===== config.mk =====
export PLATFORM = sky130hd
export DESIGN_NAME = if_fetch
export DESIGN_NICKNAME = d
export VERILOG_FILES = /design/src/rtl/if_fetch.sv
export SDC_FILE = /design/constraint.sdc
export NUM_CORES = 1
export LEC_CHECK = 0
export BUFFER_PORTS_ARGS = -buffer_cell sky130_fd_sc_hd__buf_4
export CAP_MARGIN = 20
export CORE_ASPECT_RATIO = 0.7
export CORE_UTILIZATION = 60
export CTS_CLUSTER_SIZE = 12
export DETAILED_ROUTE_END_ITERATION = 10
export MAX_ROUTING_LAYER = met4
export PLACE_DENSITY = 0.81
export RECOVER_POWER = 50
export SYNTH_ARGS = -nofsm -noshare
export SYNTH_HDL_FRONTEND = slang
export SYNTH_SLANG_ARGS = --single-unit

===== constraint.sdc =====
create_clock -name clk -period 8.4 [get_ports clk]
set_input_delay 0.84 -clock clk [delete_from_list [all_inputs] [get_ports clk]]
set_output_delay 0.84 -clock clk [all_outputs]
set_load 0.05 [all_outputs]

===== src/rtl/if_fetch.sv =====
// Instruction fetch stage: PC, credit-limited imem requests, response FIFO
// tagged with PCs, redirect flush with stale-response discard, format decode.
module if_fetch #(
    parameter logic [31:0] RESET_PC = 32'h0000_0000,
    parameter int unsigned DEPTH    = 2
) (
    input  logic        clk,
    input  logic        rst_n,
    output logic        imem_req_valid,
    input  logic        imem_req_ready,
    output logic [31:0] imem_req_addr,
    input  logic        imem_rsp_valid,
    input  logic [31:0] imem_rsp_data,
    input  logic        redirect_valid,
    input  logic [31:0] redirect_pc,
    output logic        instr_valid,
    input  logic        instr_ready,
    output logic [31:0] instr,
    output logic [31:0] instr_pc,
    output logic        r_type,
    output logic        i_type,
    output logic        s_type,
    output logic        b_type,
    output logic        u_type,
    output logic        j_type,
    output logic        illegal
);

    localparam int AW = (DEPTH > 1) ? $clog2(DEPTH) : 1;
    localparam int CW = $clog2(DEPTH + 1);
    localparam logic [CW:0] CAP = (CW + 1)'(DEPTH);

    logic [31:0]   pc;
    logic [31:0]   fifo_word [DEPTH];
    logic [31:0]   fifo_pc   [DEPTH];
    logic [31:0]   tag_q     [DEPTH];
    logic [AW-1:0] rd_ptr;
    logic [AW-1:0] wr_ptr;
    logic [AW-1:0] tag_rd;
    logic [AW-1:0] tag_wr;
    logic [CW-1:0] count;
    logic [CW-1:0] inflight;
    logic [CW-1:0] drop;
    logic [CW:0]   used;
    logic          acc;
    logic          rsp;
    logic          push;
    logic          pop;
    logic [31:0]   redirect_aligned;
    logic [6:0]    op;

    assign redirect_aligned = redirect_pc & 32'hFFFF_FFFC;
    assign used = {1'b0, inflight} + {1'b0, count};

    // Buffered entries reserve credit so a returning word always has a slot.
    assign imem_req_valid = rst_n && !redirect_valid && (used < CAP);
    assign imem_req_addr  = pc;
    assign acc  = imem_req_valid && imem_req_ready;
    assign rsp  = imem_rsp_valid && (inflight != '0);
    assign push = rsp && (drop == '0) && !redirect_valid;

    assign instr_valid = (count != '0);
    assign pop      = instr_valid && instr_ready && !redirect_valid;
    assign instr    = instr_valid ? fifo_word[rd_ptr] : '0;
    assign instr_pc = instr_valid ? fifo_pc[rd_ptr] : '0;

    always_ff @(posedge clk) begin
        if (!rst_n) begin
            pc       <= RESET_PC;
            rd_ptr   <= '0;
            wr_ptr   <= '0;
            tag_rd   <= '0;
            tag_wr   <= '0;
            count    <= '0;
            inflight <= '0;
            drop     <= '0;
        end else begin
            if (redirect_valid) begin
                pc <= redirect_aligned;
            end else if (acc) begin
                pc <= pc + 32'd4;
            end
            if (acc) begin
                tag_wr <= tag_wr + AW'(1);
            end
            if (rsp) begin
                tag_rd <= tag_rd + AW'(1);
            end
            inflight <= inflight + CW'(acc) - CW'(rsp);
            // Every request still outstanding after a redirect is stale.
            if (redirect_valid) begin
                drop   <= inflight - CW'(rsp);
                rd_ptr <= '0;
                wr_ptr <= '0;
                count  <= '0;
            end else begin
                if (rsp && (drop != '0)) begin
                    drop <= drop - CW'(1);
                end
                if (push) begin
                    wr_ptr <= wr_ptr + AW'(1);
                end
                if (pop) begin
                    rd_ptr <= rd_ptr + AW'(1);
                end
                count <= count + CW'(push) - CW'(pop);
            end
        end
    end

    always_ff @(posedge clk) begin
        if (acc) begin
            tag_q[tag_wr] <= pc;
        end
        if (push) begin
            fifo_word[wr_ptr] <= imem_rsp_data;
            fifo_pc[wr_ptr]   <= tag_q[tag_rd];
        end
    end

    assign op = instr[6:0];

    always_comb begin
        r_type  = 1'b0;
        i_type  = 1'b0;
        s_type  = 1'b0;
        b_type  = 1'b0;
        u_type  = 1'b0;
        j_type  = 1'b0;
        illegal = 1'b0;
        if (instr_valid) begin
            case (op)
                7'b0110011: r_type = 1'b1;
                7'b0010011,
                7'b0000011,
                7'b1100111,
                7'b1110011: i_type = 1'b1;
                7'b0100011: s_type = 1'b1;
                7'b1100011: b_type = 1'b1;
                7'b0110111,
                7'b0010111: u_type = 1'b1;
                7'b1101111: j_type = 1'b1;
                default:    illegal = 1'b1;
            endcase
        end
    end

endmodule

# == After elaboration in Yosys (flattened, before gate mapping) ==
# Memories as Yosys holds them, arrays and structs flattened. A register that Yosys moved wholly into a read port is not among the register bits.
# Cells that the tools add are included.
# word_totals
ramBits,192
rom_bits,0
reg_bits,42
memories,3
latchBits,0
input_bits,70
out_inout_bits,105
elab_cells,86
# classes
n_addsub,12
bitwise,1
mux,30
n_lt_le_gt_ge,1
shifts,0
eq_ne,10
div,0
n_reduce_logical,20
mul,0
# mem_list
memory,words,width,rd,rd_ports_with_merged_regs,wr,line_no,rtl
fifo_pc,2,32,1,1,1,35,logic [31:0] fifo_pc [DEPTH];
fifo_word,2,32,1,1,1,34,logic [31:0] fifo_word [DEPTH];
tag_q,2,32,1,1,1,36,logic [31:0] tag_q [DEPTH];
# ops
op,count
two-way mux 32 bit,4
"adder 32 x 3 -> 32 bit, second input constant",1
"equality test 7 bit, second input constant",4
two-way mux 1 bit,24
"equality test 7 x 6 -> 1 bit, second input constant",3
"equality test 7 x 5 -> 1 bit, second input constant",2
nonzero test 2 bit,5
OR reduction 10 bit,1
logical AND 1 bit,9
"equality test 7 x 2 -> 1 bit, second input constant",1
subtractor 2 x 1 -> 2 bit,3
"adder 1 bit, second input constant",4
adder 2 x 1 -> 2 bit,2
two-way mux 2 bit,2
OR reduction 2 bit,2
OR reduction 4 bit,1
adder 2 x 2 -> 3 bit,1
"< comparator 3 x 2 -> 1 bit, second input constant",1
zero test 2 bit,1
"subtractor 2 x 1 -> 2 bit, second input constant",1
zero test 1 bit,1
NOT 1 bit,1

# == Longest topological paths before layout ==
# Gate-level depths: netlist (run 1).
# depth
depth_word,6
mapped_depth,12
ltp_nobuf,10

# == Least setup slack after synthesis (run 1) ==
# No wires, ideal clock.
# synth_timing
path_kind,register to output
startpoint,reg count[1]
endpoint,out illegal
slack_ns,3.238
n_path_buf,1
stages_incl_launch_ff,7
required_time_ns,7.560
arrival_ns,4.322
cell_sequence,dfxtp_1 > nor2_1 > clkbuf_1 > nor2_1 > nand3_1 > nor4_1 > a2111oi_0
# synth_between
elab_chain_cells,6
word_cells_on_any_way,15
classes_between,eq/ne (10); mux (3); reduce/logical (2)
# synth_rtl
element,line_no,rtl
"start, declared",41,logic [CW-1:0] count;
"start signal, assigned",106,count <= count + CW'(push) - CW'(pop);
nonzero test 2 bit (*),62,assign instr_valid = (count != '0);
two-way mux 32 bit (*),64,assign instr = instr_valid ? fifo_word[rd_ptr] : '0;
via instr[5],18,"output logic [31:0] instr,"
"equality test 7 bit, or another cell as far along",132,case (op)
OR reduction 10 bit (no source line) (*),-,
two-way mux 1 bit (*),132,
two-way mux 1 bit (*),131,if (instr_valid) begin
"end, declared",26,output logic illegal
# Mark *: on every way through the listed nets, which the timed path passes. The rest lies on a longest branch.

# == Worst setup path in the final report (run 1) ==
# layout_timing
startpoint,in redirect_valid
endpoint,reg count[1]
# layout_between
elab_chain_cells,4
word_cells_on_any_way,6
classes_between,add/sub (2); reduce/logical (4)
# layout_rtl
element,line_no,rtl
"start, declared",14,"input logic redirect_valid,"
zero test 1 bit,"60, 63",
logical AND 1 bit,60,assign push = rsp && (drop == '0) && !redirect_valid;
adder 2 x 1 -> 2 bit,106,
subtractor 2 x 1 -> 2 bit,106,
# Several ways; a longest one is shown, not always the timed one.
# A chain may end at the register's enable or synchronous reset.

==> out/metrics.cfg, run 1 <==
[setup_path]
r2r_setup_slack_ps=4530
crit_type=in2reg
cp_data_required_time_ps=8780
cp_max_fo=35
rr_startpoint=count[0]
reg2regPathDepth=6
critPathCaptureType=flop
worstReg2RegEnd=tag_q[1][22]
critPathArrivalTime_ps=4630
startpoint_type=input pin

[clock_network]
ctsResizeCount=0
cts-hold-fix-buffers=0
cts_buffers=22
clk_path_buf_depth=3
clockRootBuffer=clkbuf_16
cts_tree=built
cts_setup_buffers=0
clk_pin_slew_ps=60
insertion_delay_ps=490
clock_sinks=226
cts_htree_levels=1

[grt]
overflow=0
grt_util_met3_pct=4.249
antenna_found_initial=0
grt_use_met2_pct=40.53
grt_pass1_vias=5920
gr-max-usage-layer=met2
grt_pass1_wl_um=30480
grtUsageTotal_pct=25.54
use_met1_pct=34.33
grt_max_degree=65

[layout]
seq_area_um2=6370
nets=922
multi_input_comb_area_um2=2741
fill_cells=971
antenna_cells=0
drive_gt1_share_pct=19.95
syn2layout_area_growth_pct=19.67

[sta]
fin_crit_sh_pct=50.67
setup_viol_count_final=0
tns_ps=0
fin_crit_ps=4256
worst-slew-pin-transition_ps=1891
max_clock_freq_mhz=235.0
slew_viol_final=98
fin_worst_skew_ps=12.48
rsz0062_at_grt=no
timing.hold.ws_ps=511.3
hold_violations=0
max_slew_margin_pct=-26.07

[synthesis]
synthCells=681
async_flop_share_pct=0
post-synth-top-area-cell=edfxtp_1
yosys-top-cells-area=edfxtp_1 59%, dfxtp_1 9.0%, mux2i_1 6.7%
synthesis.area_um2=9331
yosys-top-cells-count=184 x edfxtp_1, 89 x nor2_1, 62 x mux2i_1, 42 x dfxtp_1, 31 x mux2_2
ys_types=58
synthMostInstantiatedCell=edfxtp_1
ys.flop_type=edfxtp_1
synth.top_cell.area_share_pct=59.21
ys_seq_area_share_pct=68.22
synth_edf_count=184
synth_warnings=0
ys_ff_latch=226
avgSynthCellArea_um2=13.70

[status]
violations=capacitance limit, slew limit
outcome=finished with violations

[power]
vdd_drop_max_mv=0.1550
pwr-share-comb_pct=14.8
pwr-share-seq_pct=51.9
power.internal_mw=1.929
leakagePower_nw=3.934
p_per_area_nw_per_um2=231.9
pwr-share-clk_pct=33.3
power.switching_mw=0.6613
sw_frac_of_total_pct=25.53

[place]
port_buffers=168
hpwl_um=12640
gp_congestion=0.8649

[hold_path]
whs_path_depth=2
hold_path_class=reg2reg
hp-start=tag_rd

[drt]
ant_nets=0
viasPerCell=5.852
vias=6127
drt-total-wl_um=19730
routedWlPerCell_um=18.85
drt_first_pass_iters=6
drtIter0Drc=594
drc=0

[run]
cap_violations=3

[floorplanning]
start_util_pct=62.40
row_count=37
die_x_um=151.1
die-area_um2=16060
core_um2=14950
io_pins=175
die_y_um=106.3

critical path, stage by stage:
cell and delay (ps):
clkbuf_1 1090, clkinv_1 1200, and3_1 480, inv_1 150, ha_1 250, inv_1 60, ha_1 160, xor2_1 180
xnor2_1 150, nor2_1 50
worst max-delay path by stage:
stage                     slack, ps      startpoint       end
after CTS                      4110            flop   illegal
final                          4140  redirect_valid  count[1]
after global routing           3900  redirect_valid  count[1]
after floorplan                3240        count[1]   illegal
after detailed placement       4650            flop   illegal
after global placement         4860            flop   illegal
per-layer routing:
metal	share of wire, %	wire length [µm]
met5	0	0
met4	2.2	440
met3	8.0	1569
met2	48	9489
met1	42	8235
area by class of cell:
type / count / area share (%)
clock buffer: 31 / 5.423
clock inverter: 1 / 0.03361
inverter: 18 / 0.6162
multi-input combinational: 401 / 24.55
sequential: 226 / 57.04
tap: 195 / 2.185
timing repair buffer: 175 / 10.15
registers in the layout, summed over array words and instances, names as in the netlist, named ones only:
register / count
fifo_word: 64
count: 2
wr_ptr: 1
tag_rd: 1
fifo_pc: 60
tag_q: 60
rd_ptr: 1
imem_req_addr: 30
tag_wr: 1
inflight: 2
drop: 2
power groups by stage:
stage	sequential [mW]	clock (mW)	combinational [mW]
floorplan	1.39	0	0.251
global placement	1.36	0	0.389
detailed placement	1.37	0	0.401
CTS	1.34	0.873	0.406
global route	1.35	0.912	0.416
finish	1.34	0.861	0.384
cells by family (layout without fill, tap and decap cells):
logic type               count (synthesis)  in the layout  synth area share, %
other                                    1              4              0.04019
flip-flops                             226            226                68.22
AO/OA/AOI/OAI                           87             87                5.886
XOR/XNOR                                19             19                1.783
adder cells (fa/ha/maj)                  8              8                1.153
multiplexers                            93             93                10.39
AND/OR/NAND/NOR                        190            190                9.842
buffers and inverters                   57            225                2.682
cells in the final DEF, fill, tap and decap left out, drive strengths merged, types with 6 or more instances in the layout:
cell type / n
a21oi: 23
a31oi: 12
and2: 11
and3: 11
buf: 109
clkbuf: 97
dfxtp: 42
edfxtp: 184
ha: 7
inv: 16
mux2: 31
mux2i: 62
nand2: 23
nand3: 17
nand4: 10
nor2: 90
nor3: 6
nor4: 9
o21ai: 17
o22ai: 7
xnor2: 9
xor2: 10
through the flow:
step / instance area, µm² / util, % / cells / total power, mW / setup WS, ps
5_1_grt: 11170 / 74.68 / 1047 / 2.680 / 3900
6_report: 11170 / 74.68 / 1047 / 2.590 / 4144
4_1_cts: 11350 / 75.94 / 1047 / 2.623 / 4114
2_1_floorplan: 9343 / - / 684 / 1.643 / 3238
3_5_place_dp: 10750 / 71.86 / 1015 / 1.769 / 4649
3_3_place_gp: 10750 / 71.86 / 1015 / 1.751 / 4859
(Power assumes the default switching activity.)
==> inputs of run 2 (changes only) <==
--- a/config.mk
+++ b/config.mk
@@ -8,11 +8,11 @@
 export BUFFER_PORTS_ARGS = -buffer_cell sky130_fd_sc_hd__buf_4
 export CAP_MARGIN = 20
 export CORE_ASPECT_RATIO = 0.7
-export CORE_UTILIZATION = 60
+export CORE_UTILIZATION = 55
 export CTS_CLUSTER_SIZE = 12
 export DETAILED_ROUTE_END_ITERATION = 10
 export MAX_ROUTING_LAYER = met4
-export PLACE_DENSITY = 0.81
+export PLACE_DENSITY = 0.75
 export RECOVER_POWER = 50
 export SYNTH_ARGS = -nofsm -noshare
 export SYNTH_HDL_FRONTEND = slang
==> constraint.sdc (replaced) <==
create_clock -name clk -period 4.23 [get_ports clk]
set_input_delay 0.423 -clock clk [delete_from_list [all_inputs] [get_ports clk]]
set_output_delay 0.423 -clock clk [all_outputs]
set_load 0.05 [all_outputs]
==> out/metrics.cfg, run 2 (same netlist as run 1, synthesis figures left out) <==
[layout]
drive_gt1_share_pct=20.55  ; was 19.95%
final_common_cell=edfxtp_1  ; unchanged
fin_area_um2=11300  ; was 11170 µm²
syn2layout_area_growth_pct=21.12  ; was 19.67%
fill_cells=1180  ; was 971
utilization_pct=68.73  ; was 74.68%
final_cell_mix=184 x edfxtp_1, 110 x buf_4, 87 x nor2_1  ; was 184 x edfxtp_1, 109 x buf_4, 86 x nor2_1
antenna_cells=0  ; unchanged
largest_reg_flops=64  ; unchanged
seq_area_um2=6370  ; unchanged
top_register=fifo_word  ; unchanged
final_cells=1091  ; was 1047
nets=927  ; was 922
largest_registers=fifo_word (64), fifo_pc (60), tag_q (60)  ; unchanged
multi_input_comb_area_um2=2739  ; was 2741 µm²

[status]
outcome=finished with violations  ; unchanged
violations=capacitance limit, slew limit  ; unchanged

[drt]
routedWlPerCell_um=18.83  ; was 18.85 µm
drc=0  ; unchanged
drt-total-wl_um=20550  ; was 19730 µm
drt_first_pass_iters=5  ; was 6
viasPerCell=5.636  ; was 5.852
drtIter0Drc=436  ; was 594
ant_nets=0  ; unchanged
vias=6149  ; was 6127

[grt]
antenna_found_initial=0  ; unchanged
overflow=0  ; unchanged
grtUsageTotal_pct=24.17  ; was 25.54%
grt_pass1_wl_um=31680  ; was 30480 µm
grt_max_degree=58  ; was 65
grt_pass1_vias=6061  ; was 5920

[setup_path]
worstReg2RegEnd=tag_q[0][5]  ; was tag_q[1][22]
critPathCaptureType=flop  ; unchanged
rr_startpoint=inflight[0]  ; was count[0]
crit_type=reg2reg  ; was in2reg
critPathArrivalTime_ps=3650  ; was 4630 ps
cp_data_required_time_ps=4430  ; was 8780 ps
cp_max_fo=22  ; was 35
r2r_setup_slack_ps=770  ; was 4530 ps
startpoint_type=flop  ; was input pin
reg2regPathDepth=8  ; was 6

[clock_network]
clockRootBuffer=clkbuf_16  ; unchanged
insertion_delay_ps=500  ; was 490 ps
clk_path_buf_depth=3  ; unchanged
cts-hold-fix-buffers=0  ; unchanged
cts_buffers=23  ; was 22
cts_tree=built  ; unchanged
ctsResizeCount=0  ; unchanged
clk_pin_slew_ps=60  ; about the same
clock_sinks=226  ; unchanged
cts_setup_buffers=0  ; unchanged
cts_htree_levels=1  ; unchanged

[power]
p_per_area_nw_per_um2=466.2  ; was 231.9 nW/µm²
power.switching_mw=1.370  ; was 0.6613 mW
vdd_drop_max_mv=0.3250  ; was 0.1550 mV
pwr-share-comb_pct=14.3  ; was 14.8%
pwr-share-clk_pct=34.8  ; was 33.3%
power.internal_mw=3.900  ; was 1.929 mW
sw_frac_of_total_pct=25.99  ; was 25.53%
pwr-share-seq_pct=50.9  ; was 51.9%
leakagePower_nw=3.982  ; was 3.934 nW

[floorplanning]
die_y_um=111.0  ; was 106.3 µm
start_util_pct=56.75  ; was 62.40%
die_x_um=157.7  ; was 151.1 µm
die-area_um2=17500  ; was 16060 µm²
row_count=39  ; was 37
io_pins=175  ; unchanged
core_um2=16440  ; was 14950 µm²

[sta]
max_clock_freq_mhz=289.3
fin_crit_sh_pct=81.72
setup_viol_count_final=0  ; unchanged
slew_viol_final=31  ; was 98
tns_ps=0  ; unchanged
fin_crit_ps=3457
rsz0062_at_grt=no  ; unchanged
max_slew_margin_pct=-11.89  ; was -26.07%
timing.hold.ws_ps=126.9  ; was 511.3 ps
worst-slew-pin-transition_ps=1676  ; was 1891 ps
hold_violations=0  ; unchanged
fin_worst_skew_ps=9.373  ; was 12.48 ps

[hold_path]
whs_path_depth=1  ; was 2
hp-start=imem_rsp_data[8]  ; was tag_rd
worstHoldEndpoint=fifo_word[0][8]
hold_path_class=in2reg  ; was reg2reg

[place]
port_buffers=168  ; unchanged
gp_congestion=0.9143  ; was 0.8649
placed_cell_area_um2=10820  ; was 10750 µm²
placedCellCount=1049  ; was 1015
hpwl_um=13750  ; was 12640 µm

[run]
cap_violations=1  ; was 3

-- run 2: cell type report --
type	count	area share, %
clock buffers	39	5.801
clock inverters	3	0.1439
inverters	18	0.6421
multi-input cells	401	24.23
flip-flops and latches	226	56.36
well taps	225	2.491
repair buffers	179	10.33
-- run 2: layer usage --
layer | GRT usage (%) | up-vias | routed length (µm)
li1 | - | 2870 | -
met1 | 31.94 | 2953 | 8762
met2 | 38.15 | 282 | 9689
met3 | 4.926 | 44 | 1694
met4 | 6.537 | 0 | 400
met5 | - | - | 0
-- run 2: power groups by stage --
stage	Clock (mW)	Sequential [mW]	Combinational, mW
floorplan	0	2.76	0.498
global placement	0	2.72	0.766
detailed placement	0	2.73	0.791
CTS	1.86	2.68	0.798
global route	1.95	2.70	0.813
finish	1.84	2.68	0.751
-- run 2: per-stage QoR --
step / setup slack [ps] / power, mW
final: 773.4 / 5.269
after global routing: 580.0 / 5.456
after CTS: 749.0 / 5.337
after detailed placement: 775.8 / 3.520
after global placement: 868.6 / 3.486
after floorplan: 177.2 / 3.263
-- run 2: critical path, stage by stage (launching register included) --
cell and delay (ps):
dfxtp_1 370, and2_1 160, fa_1 420, or4b_4 580, nor2_4 310, inv_1 240
buf_4 270, nor2_2 470, buf_4 320
-- run 2: worst max-delay path by stage --
stage / start / end / slack [ps] / depth (start not counted)
after floorplan: count[1] / illegal / 180 / 8
after global placement: count[0] / tag_q[0][2] / 870 / 8
after detailed placement: count[0] / tag_q[0][8] / 780 / 8
after CTS: count[0] / tag_q[0][5] / 750 / 8
after global routing: count[1] / illegal / 580 / 7
final: inflight[0] / tag_q[0][5] / 770 / 8
